## src/rtl/uart_tx_pkg.sv

```systemverilog
// rtl/uart_tx_pkg.sv - shared FSM encodings and defaults for the UART TX feeder
package uart_tx_pkg;

  localparam int DATA_WIDTH_DEF = 8;

  localparam logic [1:0] IDLE      = 2'd0;
  localparam logic [1:0] LAUNCH    = 2'd1;
  localparam logic [1:0] WAIT_ACK  = 2'd2;
  localparam logic [1:0] WAIT_DONE = 2'd3;

endpackage

```

## src/rtl/uart_sync_fifo.sv

```systemverilog
// rtl/uart_sync_fifo.sv - single-clock FIFO with registered occupancy count
module uart_sync_fifo #(
  parameter int DATA_WIDTH = 8,
  parameter int DEPTH      = 16,
  localparam int AW        = $clog2(DEPTH)
) (
  input  logic                  clk,
  input  logic                  rst,
  input  logic                  push,
  input  logic                  pop,
  input  logic [DATA_WIDTH-1:0] din,
  output logic [DATA_WIDTH-1:0] dout,
  output logic                  full,
  output logic                  empty,
  output logic [AW:0]           count
);

  logic [DATA_WIDTH-1:0] mem [DEPTH];
  logic [AW-1:0]         wr_ptr;
  logic [AW-1:0]         rd_ptr;
  logic                  do_push;
  logic                  do_pop;

  // full is taken from the registered count, so a same-cycle pop never frees room for this push
  assign full    = (count == (AW+1)'(DEPTH));
  assign empty   = (count == '0);
  assign do_push = push && !full;
  assign do_pop  = pop && !empty;
  assign dout    = mem[rd_ptr];

  always_ff @(posedge clk) begin
    if (do_push) begin
      mem[wr_ptr] <= din;
    end
  end

  always_ff @(posedge clk or negedge rst) begin
    if (!rst) begin
      wr_ptr <= '0;
      rd_ptr <= '0;
      count  <= '0;
    end else begin
      if (do_push) begin
        wr_ptr <= wr_ptr + 1'b1;
      end
      if (do_pop) begin
        rd_ptr <= rd_ptr + 1'b1;
      end
      if (do_push && !do_pop) begin
        count <= count + 1'b1;
      end else if (do_pop && !do_push) begin
        count <= count - 1'b1;
      end
    end
  end

endmodule

```

## src/rtl/uart_tx_feeder.sv

```systemverilog
// rtl/uart_tx_feeder.sv - byte FIFO and launch sequencer ahead of the UART TX core
// Optional UART_TX_FEEDER_LEVEL_EN adds fifo_level and almost_full outputs.
module uart_tx_feeder
  import uart_tx_pkg::*;
#(
  parameter int DATA_WIDTH  = DATA_WIDTH_DEF,
  parameter int DEPTH       = 16,
  parameter int ACK_TIMEOUT = 4
) (
  input  logic                  clk,
  input  logic                  rst,
  input  logic                  wr_en,
  input  logic [DATA_WIDTH-1:0] wr_data,
  output logic                  full,
  output logic                  empty,
  output logic                  overflow,
  input  logic                  busy,
  output logic                  Data_Valid,
  output logic [DATA_WIDTH-1:0] P_DATA,
  output logic                  tx_err
`ifdef UART_TX_FEEDER_LEVEL_EN
  ,
  output logic [$clog2(DEPTH):0] fifo_level,
  output logic                   almost_full
`endif
);

  localparam int CW = $clog2(DEPTH) + 1;
  localparam int TW = $clog2(ACK_TIMEOUT);
  localparam logic [TW-1:0] TIMER_LAST = TW'(ACK_TIMEOUT - 1);

  logic [1:0]            state;
  logic [TW-1:0]         timer;
  logic [DATA_WIDTH-1:0] fifo_dout;
  logic [CW-1:0]         fifo_count;
  logic                  launch_go;

  // Launch only from IDLE with the core quiet; the pop and the P_DATA load share this edge
  assign launch_go  = (state == IDLE) && !empty && !busy;
  assign Data_Valid = (state == LAUNCH);

  uart_sync_fifo #(
    .DATA_WIDTH (DATA_WIDTH),
    .DEPTH      (DEPTH)
  ) u_fifo (
    .clk   (clk),
    .rst   (rst),
    .push  (wr_en),
    .pop   (launch_go),
    .din   (wr_data),
    .dout  (fifo_dout),
    .full  (full),
    .empty (empty),
    .count (fifo_count)
  );

`ifdef UART_TX_FEEDER_LEVEL_EN
  assign fifo_level  = fifo_count;
  assign almost_full = (fifo_count >= CW'(DEPTH - 2));
`else
  logic [CW-1:0] fifo_count_unused;
  assign fifo_count_unused = fifo_count;
`endif

  always_ff @(posedge clk or negedge rst) begin
    if (!rst) begin
      state    <= IDLE;
      timer    <= '0;
      P_DATA   <= '0;
      tx_err   <= 1'b0;
      overflow <= 1'b0;
    end else begin
      overflow <= wr_en && full;
      tx_err   <= 1'b0;
      case (state)
        IDLE: begin
          if (launch_go) begin
            state  <= LAUNCH;
            P_DATA <= fifo_dout;
          end
        end
        LAUNCH: begin
          state <= WAIT_ACK;
          timer <= '0;
        end
        WAIT_ACK: begin
          // A core that never acknowledges loses this byte; it is not relaunched
          if (busy) begin
            state <= WAIT_DONE;
          end else if (timer == TIMER_LAST) begin
            tx_err <= 1'b1;
            state  <= IDLE;
          end else begin
            timer <= timer + 1'b1;
          end
        end
        WAIT_DONE: begin
          if (!busy) begin
            state <= IDLE;
          end
        end
        default: state <= IDLE;
      endcase
    end
  end

endmodule

```

## config.mk

```make
export PLATFORM = sky130hd
export DESIGN_NAME = uart_tx_feeder
export DESIGN_NICKNAME = d
export VERILOG_FILES = /design/src/rtl/uart_tx_pkg.sv /design/src/rtl/uart_sync_fifo.sv /design/src/rtl/uart_tx_feeder.sv
export SDC_FILE = /design/constraint.sdc
export NUM_CORES = 1
export LEC_CHECK = 0
export CELL_PAD_IN_SITES_DETAIL_PLACEMENT = 1
export CELL_PAD_IN_SITES_GLOBAL_PLACEMENT = 1
export CORE_MARGIN = 2
export CORE_UTILIZATION = 56
export CTS_CLUSTER_DIAMETER = 200
export DETAILED_ROUTE_END_ITERATION = 10
export PLACE_DENSITY = 0.86
export SKIP_CTS_REPAIR_TIMING = 1
export SYNTH_ARGS = -nofsm -noshare
export SYNTH_HDL_FRONTEND = slang
export SYNTH_SLANG_ARGS = --single-unit
```

## constraint.sdc

```tcl
create_clock -name clk -period 6.95 [get_ports clk]
set_clock_uncertainty 0.1 [all_clocks]
set_input_delay 1.39 -clock clk [delete_from_list [all_inputs] [get_ports clk]]
set_output_delay 1.39 -clock clk [all_outputs]
set_load 0.02 [all_outputs]
```

# After elaboration in Yosys (flattened, before gate mapping)
# Memory sizes are Yosys's and may differ from the RTL's. A register that Yosys moved wholly into a read port is not among the register bits.
# Index checks and enable logic that the tools add are counted.
# Widths: inputs -> output; s select.
# word_totals
out_inout_bits	13
ramBits	128
regBits	19
n_memories	1
# memory_table
name	depth	word_bits	read_ports	rd_clocked_by_memory_dff	write_ports	line	rtl
u_fifo.mem	16	8	1	1	1	uart_sync_fifo.sv:18	logic [DATA_WIDTH-1:0] mem [DEPTH];
# op_classes
muxes	15
addsub	5
n_reduce_logical	20
n_eq_ne	10
# op_table
operator	count
$mux 2	6
$mux 5	2
$add 4x1->4 const B	2
$pmux 2 s4	1
$logic_and 1x1->1	7
$eq 2x2->1 const B	3
$logic_not 1->1	6
$ne 2x2->1 const B	3
$reduce_and 3->1	2
$add 5x1->5 const B	1
$eq 5x5->1 const B	1
$logic_not 5->1	1
$mux 1	5
$sub 5x1->5 const B	1
$pmux 2 s2	1
$reduce_bool 2->1	2
$ne 3x3->1 const B	1
$add 2x1->2 const B	1
$eq 2x1->1 const B	1
$logic_not 2->1	1
$ne 2x1->1 const B	1
$reduce_and 2->1	1

# Depth between registers and ports, before layout
# Gate-level depths: netlist of run 1.
# depth
ltp_word	8
mapped_depth	12

# Hierarchy
# A second synthesis of run 1 with hierarchy kept.
# hier_totals
hier_cells	366
area_unflattened_um2	6414.9
# modules_own_cells
mod	cells_per_inst	seq_area_each_um2	n_inst	area_per_inst_um2
uart_sync_fifo	322	4169.0	1	5816.8
uart_tx_feeder	44	350.3	1	598.1

# Worst setup path before layout of run 1
# No wires, ideal clock.
# synth_path
kind	input-to-reg
start	input busy
end	register u_fifo.count[4]
t_arrival_ps	3246
setup_slack_ps	3524
setup_ps	80
stages	10
n_path_buf	1
t_required_ps	6770
cell_sequence	nor4_2 -> inv_1 -> buf_6 -> ha_1 -> inv_1 -> ha_1 -> a21o_1 -> a21oi_1 -> mux2i_1 -> xnor2_1
# synth_via
elab_chain_cells	6
# synth_rtl
item	line	rtl
from (decl)	uart_tx_feeder.sv:17	input logic busy,
$logic_not 1->1 (*)	n/a	
$logic_and 1x1->1 (*)	uart_tx_feeder.sv:39	assign launch_go = (state == IDLE) && !empty && !busy;
$logic_and 1x1->1 (*)	uart_sync_fifo.sv:28	assign do_pop = pop && !empty;
$logic_not 1->1	uart_sync_fifo.sv:49	if (do_push && !do_pop) begin
$logic_and 1x1->1	uart_sync_fifo.sv:49	
$mux 5 / $reduce_bool 2->1 (equally long branches)	n/a	
to (signal assigned)	uart_sync_fifo.sv:50	count <= count + 1'b1;
to (signal assigned)	uart_sync_fifo.sv:52	count <= count - 1'b1;
to (decl)	uart_sync_fifo.sv:15	output logic [AW:0] count
# Mark *: on every way between the ends. The rest lies on a longest branch, timed or not.
# A chain may end at the register's enable or synchronous reset.

# Worst setup path in the final report of run 1
# Ends and elaborated chain as after synthesis.

==> impl_metrics.json, run 1 <==
{
  "n_fill_cell": 918,
  "cts.sinks": 155,
  "hold_viol_final": 0,
  "regArea_um2": 4520,
  "synthesis.area_um2": 6360,
  "grt_max_degree": 36,
  "ios": 25,
  "synthTopCellsByArea": "edfxtp_1 60%, dfrtp_1 11%, mux4_1 6.2%",
  "cts_tree": "yes",
  "crit_path_end_kind": "flip-flop",
  "slew_headroom_pct": 26.9,
  "finalSetupViolCount": 0,
  "gp_congestion": 0.752,
  "tns_ns": 0,
  "crit_buf_inv": 3,
  "wl_um": 13200,
  "antenna_found_initial": 0,
  "die_y_um": 111,
  "synthesis.nets": 372,
  "netlist_instances": 348,
  "postSynth.asyncResetShare_pct": 17.4,
  "yosys-top-cells-count": "128 x edfxtp_1, 33 x nand2_1, 27 x dfrtp_1",
  "tightest_slew_ns": 1.10,
  "io_buffers": 24,
  "final_area_um2": 7270,
  "initial_utilization_pct": 58.1,
  "synth_top_area_cell": "edfxtp_1",
  "dieArea_um2": 12200,
  "ant_nets": 0,
  "cts_root_buf": "clkbuf_16",
  "drive_gt1_share_pct": 16.2,
  "critPathTopFamily": "buffers and inverters",
  "ys_types": 34,
  "crit_slowest_cell": "clkdlybuf4s50_1",
  "cts_buffer_depth": 2,
  "numCtsBuffers": 17,
  "die_w_um": 111,
  "synth_ff_type": "edfxtp_1",
  "ctsHtreeMaxLevel": 4,
  "drc": 0,
  "fp.coreArea_um2": 10900,
  "synth_seq_area_share_pct": 71.1,
  "min_period_ns": 4.22,
  "core.rowCount": 38,
  "synth-edff-count": 128,
  "viasPerCell": 6.01,
  "critPathLaunchType": "input port",
  "clk_pin_slew_ns": 0.06,
  "dp_hpwl_um": 8110,
  "grt_util_all_layers_pct": 23.1,
  "critPathMaxFanout": 20,
  "grt_pass1_wl_um": 20400,
  "vias": 3185,
  "fin_crit_sh_pct": 60.8,
  "hold_class": "reg2reg",
  "first_pass_iters": 6,
  "syn_area_per_cell_um2": 18.3,
  "nets": 402,
  "yosysWarnings": 0,
  "cp_data_arrival_time_ns": 4.47,
  "drt-initial-drc-count": 204,
  "pwr_density_cell_nw_per_um2": 428,
  "cp_cell_sequence": "clkdlybuf4s50_1 -> nor4_2 -> inv_1 -> ha_1 -> inv_1 -> ha_1 -> a21o_1 -> a21oi_1 -> mux2i_1 -> xnor2_1",
  "clk_latency_ns": 0.43,
  "rsz0062_at_grt": "false",
  "total_leakage_power_nw": 2.56,
  "ys_ff_latch": 155,
  "fmax_ghz": 0.237,
  "critPathMaxStageDelay_ns": 0.53,
  "yosys.area.top_type_share_pct": 60.5,
  "avgRoutedWirePerCell_um": 24.9,
  "diodes": 0,
  "yosysMostFrequentCell": "edfxtp_1",
  "fin_util_pct": 66.5,
  "place.detailed.instances": 499,
  "slew_violations": 0,
  "status": "finished clean",
  "area_growth_pct": 14.4,
  "worstPathRequired_ns": 7.20,
  "multiInputGateArea_um2": 1680,
  "post_dp_cell_area_um2": 6680,
  "path_class": "in2reg",
  "final_cells": 530,
  "total_power_mw": 3.11,
  "grt_overflow_total": 0,
  "grt_pass1_vias": 3499,
  "drv_cap": 0,
  "irDropWorstVdd_uv": 275
}
metrics by stage:
step | hold slack [ns] | setup slack [ns]
3_3_place_gp | 0.382 | 2.63
5_1_grt | 0.443 | 2.48
3_5_place_dp | 0.386 | 2.35
2_1_floorplan | 0.373 | 3.52
6_report | 0.411 | 2.73
4_1_cts | 0.416 | 2.67
path summary, 6_finish.rpt:
path | cells after the start | from | to | slack (ns)
worst max-delay path | 10 | busy | u_fifo.count[4] | 2.73
max in group asynchronous | 2 | rst | u_fifo.rd_ptr[0] | 5.20
min in group asynchronous | 2 | rst | u_fifo.count[3] | 1.25
worst min register to register | 2 | P_DATA[2] | P_DATA[2] | 0.41
worst max register to register | 11 | u_fifo.count[1] | u_fifo.count[4] | 3.36
worst min-delay path | 2 | P_DATA[2] | P_DATA[2] | 0.41
worst register-to-register path, delay by kind of cell, from the launching register on:
| kind | cells | cell delay, ns |
|---|---|---|
| xor+xnor | 1 | 0.15 |
| fa+ha+maj | 2 | 0.63 |
| buf+inv | 2 | 0.62 |
| compound gates | 2 | 0.44 |
| flops | 1 | 0.43 |
| simple gates | 3 | 0.85 |
| mux | 1 | 0.31 |
sequential cells by signal, summed over array words and instances, names as in the netlist:
signal,count
P_DATA,8
overflow,1
state,2
timer,2
tx_err,1
u_fifo.count,5
u_fifo.mem,128
u_fifo.rd_ptr,4
u_fifo.wr_ptr,4
cell type report:
| cell class | count | share of cell area (%) |
|---|---|---|
| multi-input cells | 168 | 23.1 |
| inverters | 7 | 0.361 |
| clock inverters | 14 | 2.31 |
| clock buffers | 17 | 5.85 |
| flip-flops and latches | 155 | 62.2 |
| repair buffers | 29 | 3.82 |
| well taps | 140 | 2.41 |
cell usage in the layout, fill, tap and decap left out, drive strengths merged, types with 6 or more instances in the layout:
cell | synthesis | final
mux2 | 9 | 9
clkbuf | 4 | 17
clkdlybuf4s50 | 0 | 24
o21ai | 21 | 21
xnor2 | 9 | 9
dfrtp | 27 | 27
ha | 11 | 11
mux2i | 9 | 9
nor2 | 16 | 16
edfxtp | 128 | 128
nor3 | 6 | 6
nand2 | 33 | 33
mux4 | 32 | 32
inv | 7 | 11
metal layers:
layer  up-vias  global-route usage (%)  part of all wire [%]
met1      1672                    28.9                    42
met3        23                    5.71                   4.6
met2        74                    38.7                    51
li1       1416                       -                     -
met5         -                       0                     0
met4         0                    9.92                   2.5
power breakdown:
group	switching [mW]	leakage [nW]	internal, mW
Combinational	0.443	0.784	0.415
Sequential	0.166	1.49	1.16
Clock	0.365	0.285	0.563
logic make-up (layout without fill, tap and decap cells):
| group | after synthesis | count (layout) | share of synthesized area, % |
|---|---|---|---|
| buf+inv | 25 | 67 | 2.68 |
| mux | 50 | 50 | 15.2 |
| xor+xnor | 10 | 10 | 1.38 |
| fa+ha+maj | 12 | 12 | 2.48 |
| flops | 155 | 155 | 71.1 |
| compound gates | 28 | 28 | 2.42 |
| simple gates | 68 | 68 | 4.72 |
(Power assumes the default switching activity.)
==> run 2: changes to the inputs <==
--- a/config.mk
+++ b/config.mk
@@ -8,10 +8,10 @@
 export CELL_PAD_IN_SITES_DETAIL_PLACEMENT = 1
 export CELL_PAD_IN_SITES_GLOBAL_PLACEMENT = 1
 export CORE_MARGIN = 2
-export CORE_UTILIZATION = 56
+export CORE_UTILIZATION = 47
 export CTS_CLUSTER_DIAMETER = 200
 export DETAILED_ROUTE_END_ITERATION = 10
-export PLACE_DENSITY = 0.86
+export PLACE_DENSITY = 0.78
 export SKIP_CTS_REPAIR_TIMING = 1
 export SYNTH_ARGS = -nofsm -noshare
 export SYNTH_HDL_FRONTEND = slang
==> constraint.sdc (replaced) <==
create_clock -name clk -period 3.7 [get_ports clk]
set_clock_uncertainty 0.1 [all_clocks]
set_input_delay 0.74 -clock clk [delete_from_list [all_inputs] [get_ports clk]]
set_output_delay 0.74 -clock clk [all_outputs]
set_load 0.02 [all_outputs]
==> impl_metrics.json, run 2 (same netlist as run 1, synthesis figures left out) <==
{
  "status": "finished clean",
  "regMostFlops": "u_fifo.mem",
  "drive_gt1_share_pct": 19.0,
  "slew_headroom_pct": 40.8,
  "dieArea_um2": 14500,
  "cts_buffer_depth": 2,
  "final_cell_mix": "128 x edfxtp_1, 33 x nand2_1, 26 x dfrtp_1, 24 x clkdlybuf4s50_1, 23 x buf_4",
  "tightest_slew_ns": 0.886,
  "final_common_cell": "edfxtp_1",
  "hold_viol_final": 0,
  "ios": 25,
  "grt_overflow_total": 0,
  "pwr_density_cell_nw_per_um2": 782,
  "n_fill_cell": 1217,
  "drt-initial-drc-count": 242,
  "clk_pin_slew_ns": 0.06,
  "gp_congestion": 0.775,
  "vias": 3292,
  "critPathMaxFanout": 6,
  "grt_pass1_vias": 3554,
  "largestRegisters": "u_fifo.mem: 128 flops, P_DATA: 8 flops, u_fifo.count: 5 flops",
  "slew_violations": 0,
  "clk_latency_ns": 0.42,
  "first_pass_iters": 8,
  "tns_ns": 0,
  "fin_util_pct": 55.9,
  "critPathLaunchType": "input port",
  "total_leakage_power_nw": 2.63,
  "core.rowCount": 42,
  "drv_cap": 0,
  "seqPwrFrac_pct": 41.3,
  "internal-power_mw": 3.98,
  "cts_root_buf": "clkbuf_16",
  "nets": 420,
  "combPwrFrac_pct": 30.3,
  "die_y_um": 120,
  "ctsHtreeMaxLevel": 4,
  "antenna_found_initial": 0,
  "avgRoutedWirePerCell_um": 23.1,
  "wl_um": 13500,
  "rsz0062_at_grt": "false",
  "area_growth_pct": 16.4,
  "fin_crit_sh_pct": 82.0,
  "diodes": 0,
  "numCtsBuffers": 17,
  "finalSetupViolCount": 0,
  "dp_hpwl_um": 8590,
  "viasPerCell": 5.66,
  "min_period_ns": 3.03,
  "die_w_um": 120,
  "whs_ns": 0.385,
  "io_buffers": 24,
  "fp.coreArea_um2": 13200,
  "cp_data_arrival_time_ns": 3.27,
  "power.switching_mw": 1.81,
  "grt_pass1_wl_um": 20700,
  "worstPathRequired_ns": 3.94,
  "irDropWorstVdd_uv": 370,
  "path_class": "in2reg",
  "cts.sinks": 155,
  "largest_reg_flops": 128,
  "drc": 0,
  "power.share.clock_pct": 28.4,
  "switching_share_pct": 31.2,
  "ant_nets": 0,
  "grt_util_all_layers_pct": 20.3,
  "fmax_ghz": 0.330,
  "initial_utilization_pct": 48.0,
  "grt_max_degree": 28,
  "cts_tree": "yes",
  "crit_path_end_kind": "flip-flop",
  "hold_class": "reg2reg"
}
## run 2: cell count changes in the layout (fill, tap and decap cells not counted), sizes merged
| cell | before | now |
|---|---|---|
| clkinv | 5 | 8 |
| buf | 5 | 23 |
| inv | 11 | 8 |
| bufinv | 3 | 2 |
| clkinvlp | 2 | 1 |
## run 2: path summary, 6_finish.rpt
path	cells past startpoint	from	slack, ns	end
worst max-delay path	10	busy	0.67	u_fifo.count[4]
worst min-delay path	2	P_DATA[3]	0.38	P_DATA[3]
worst max register to register	11	u_fifo.count[0]	0.84	u_fifo.count[4]
worst min register to register	2	P_DATA[3]	0.38	P_DATA[3]
max in group asynchronous	2	rst	2.11	u_fifo.wr_ptr[0]
min in group asynchronous	1	rst	0.72	overflow
## run 2: critical path: stages
cell	delay, ns
clkdlybuf4s50_1	0.51
nor4_2	0.46
inv_1	0.11
ha_1	0.26
inv_1	0.17
ha_1	0.27
a21o_1	0.17
a21oi_1	0.18
mux2i_1	0.24
xnor2_1	0.14
## run 2: power groups by stage
stage | Sequential (mW) | Clock [mW] | Combinational (mW)
CTS | 2.39 | 1.67 | 1.79
floorplan | 2.36 | 0 | 1.29
finish | 2.39 | 1.64 | 1.75
global route | 2.42 | 1.73 | 1.93
detailed placement | 2.42 | 0 | 1.75
global placement | 2.39 | 0 | 1.65
## run 2: cell type report
type	instances	area [um^2]	area share, %
clock inverters	12	128	1.72
inverters	7	26.3	0.355
flip-flops and latches	155	4520	61.1
well taps	176	220	2.98
repair buffers	47	413	5.58
multi-input cells	168	1670	22.5
clock buffers	17	425	5.75
## run 2: stage by stage
stage	power (mW)	setup slack (ns)	area, um^2	std cells
final	5.78	0.667	7400	582
after detailed placement	4.17	0.217	6850	553
after global placement	4.04	0.386	6850	553
after CTS	5.85	0.638	7400	582
after floorplan	3.65	0.814	6360	348
after global routing	6.08	0.418	7400	582
## run 2: per-layer routing
layer	up-vias	part of all wire [%]	wire length (um)	track usage, %
met5	-	0	0	0
met4	0	1.8	242	8.58
met2	82	53	7110	34.9
met1	1740	41	5530	24.6
met3	22	4.3	576	4.72
li1	1448	-	-	-
==> run 3: changes to the inputs <==
--- a/config.mk
+++ b/config.mk
@@ -8,10 +8,10 @@
 export CELL_PAD_IN_SITES_DETAIL_PLACEMENT = 1
 export CELL_PAD_IN_SITES_GLOBAL_PLACEMENT = 1
 export CORE_MARGIN = 2
-export CORE_UTILIZATION = 47
+export CORE_UTILIZATION = 52
 export CTS_CLUSTER_DIAMETER = 200
 export DETAILED_ROUTE_END_ITERATION = 10
-export PLACE_DENSITY = 0.78
+export PLACE_DENSITY = 0.81
 export SKIP_CTS_REPAIR_TIMING = 1
 export SYNTH_ARGS = -nofsm -noshare
 export SYNTH_HDL_FRONTEND = slang
==> constraint.sdc (replaced) <==
create_clock -name clk -period 2.9 [get_ports clk]
set_clock_uncertainty 0.1 [all_clocks]
set_input_delay 0.58 -clock clk [delete_from_list [all_inputs] [get_ports clk]]
set_output_delay 0.58 -clock clk [all_outputs]
set_load 0.02 [all_outputs]
==> impl_metrics.json, run 3 (same netlist as run 1, synthesis figures left out) <==
{
  "initial_utilization_pct": 53.1,
  "antenna_found_initial": 0,
  "cts_root_buf": "clkbuf_16",
  "vias": 3240,
  "place.detailed.instances": 533,
  "r2r_cells": 12,
  "viasPerCell": 5.73,
  "cts.sinks": 155,
  "clk_latency_ns": 0.42,
  "ctsHtreeMaxLevel": 4,
  "slew_violations": 0,
  "largest_reg_flops": 128,
  "critPathMaxFanout": 4,
  "timing.final.ws_setup_ns": 0.236,
  "cp_data_arrival_time_ns": 1.98,
  "combPwrFrac_pct": 28.6,
  "power.switching_mw": 2.32,
  "regMostFlops": "u_fifo.mem",
  "path_class": "reg2out",
  "pwr_density_cell_nw_per_um2": 1020,
  "hold_class": "reg2reg",
  "total_leakage_power_nw": 2.72,
  "worstPathRequired_ns": 2.22,
  "die_w_um": 115,
  "area_growth_pct": 19.0,
  "die_y_um": 115,
  "grt_overflow_total": 0,
  "fmax_ghz": 0.375,
  "dieArea_um2": 13100,
  "drt-initial-drc-count": 199,
  "first_pass_iters": 4,
  "ios": 25,
  "crit_path_end_kind": "primary output",
  "dp_hpwl_um": 8790,
  "clk_pin_slew_ns": 0.06,
  "status": "finished clean",
  "grt_max_degree": 28,
  "drv_cap": 0,
  "post-place-ws_ns": -0.0807,
  "critPathLaunchType": "flip-flop",
  "drc": 0,
  "whs_ns": 0.383,
  "hold_viol_final": 0,
  "core.rowCount": 40,
  "slew_headroom_pct": 55.8,
  "grt_util_all_layers_pct": 22.4,
  "diodes": 0,
  "multiInputGateArea_um2": 1690,
  "wl_um": 13300,
  "drive_gt1_share_pct": 22.0,
  "irDropWorstVdd_uv": 625,
  "ant_nets": 0,
  "numCtsBuffers": 17,
  "avgRoutedWirePerCell_um": 23.5,
  "grt_pass1_vias": 3573,
  "seqPwrFrac_pct": 40.2,
  "tns_ns": 0,
  "finalSetupViolCount": 0,
  "largestRegisters": "u_fifo.mem: 128 flops, P_DATA: 8 flops, u_fifo.count: 5 flops",
  "switching_share_pct": 30.0,
  "io_buffers": 24,
  "regArea_um2": 4520,
  "gp_congestion": 0.806,
  "fin_crit_sh_pct": 91.8,
  "nets": 429,
  "final_cells": 565,
  "min_period_ns": 2.66,
  "power.share.clock_pct": 31.2,
  "final_cell_mix": "128 x edfxtp_1, 33 x nand2_1, 31 x buf_4, 26 x dfrtp_1, 24 x clkdlybuf4s50_1",
  "cts_tree": "yes",
  "whs_path_depth": 2,
  "cts_buffer_depth": 2,
  "total_power_mw": 7.74,
  "n_fill_cell": 1030,
  "final_common_cell": "edfxtp_1",
  "tightest_slew_ns": 0.660,
  "grt_pass1_wl_um": 20800,
  "fp.coreArea_um2": 12000,
  "internal-power_mw": 5.42
}
-- run 3: final cells by class --
| cell class | count | share of cell area (%) |
|---|---|---|
| multi-input cells | 168 | 22.4 |
| clock inverters | 14 | 2.89 |
| repair buffers | 56 | 6.52 |
| clock buffers | 18 | 5.67 |
| well taps | 147 | 2.43 |
| inverters | 7 | 0.347 |
| flip-flops and latches | 155 | 59.8 |
-- run 3: path summary, 6_finish.rpt --
kind / slack [ns] / end / startpoint
worst max-delay path: 0.24 / empty / u_fifo.count[1]
max in group asynchronous: 1.94 / u_fifo.rd_ptr[0] / rst
worst min register to register: 0.38 / P_DATA[2] / P_DATA[2]
worst max register to register: 0.24 / u_fifo.count[4] / u_fifo.count[1]
worst min-delay path: 0.38 / P_DATA[2] / P_DATA[2]
min in group asynchronous: 0.45 / u_fifo.count[1] / rst
-- run 3: critical path: stages, from the launching register on --
cell and delay [ns]:
dfrtp_1 0.44, nor4_4 0.31, nor2b_4 0.21, clkdlybuf4s50_1 0.61
-- run 3: layer usage --
metal  GRT usage, %  up-vias  wire length (um)
met5              0        -                 0
met4           9.59        0               348
met3           5.40       29               501
met2           38.0       79              7000
met1           27.6     1658              5400
li1               -     1474                 -
-- run 3: metrics by stage --
step                instance area [um^2]  util, %
floorplan                           6360        -
global placement                    6890     57.6
detailed placement                  6890     57.6
CTS                                 7540     63.0
global route                        7560     63.2
finish                              7560     63.2
-- run 3: power groups by stage --
stage | clock (mW) | sequential (mW) | combinational [mW]
after floorplan | 0 | 3.02 | 1.64
after global placement | 0 | 3.11 | 2.09
after detailed placement | 0 | 3.14 | 2.21
after CTS | 2.45 | 3.10 | 2.24
after global routing | 2.53 | 3.16 | 2.44
final | 2.41 | 3.11 | 2.21
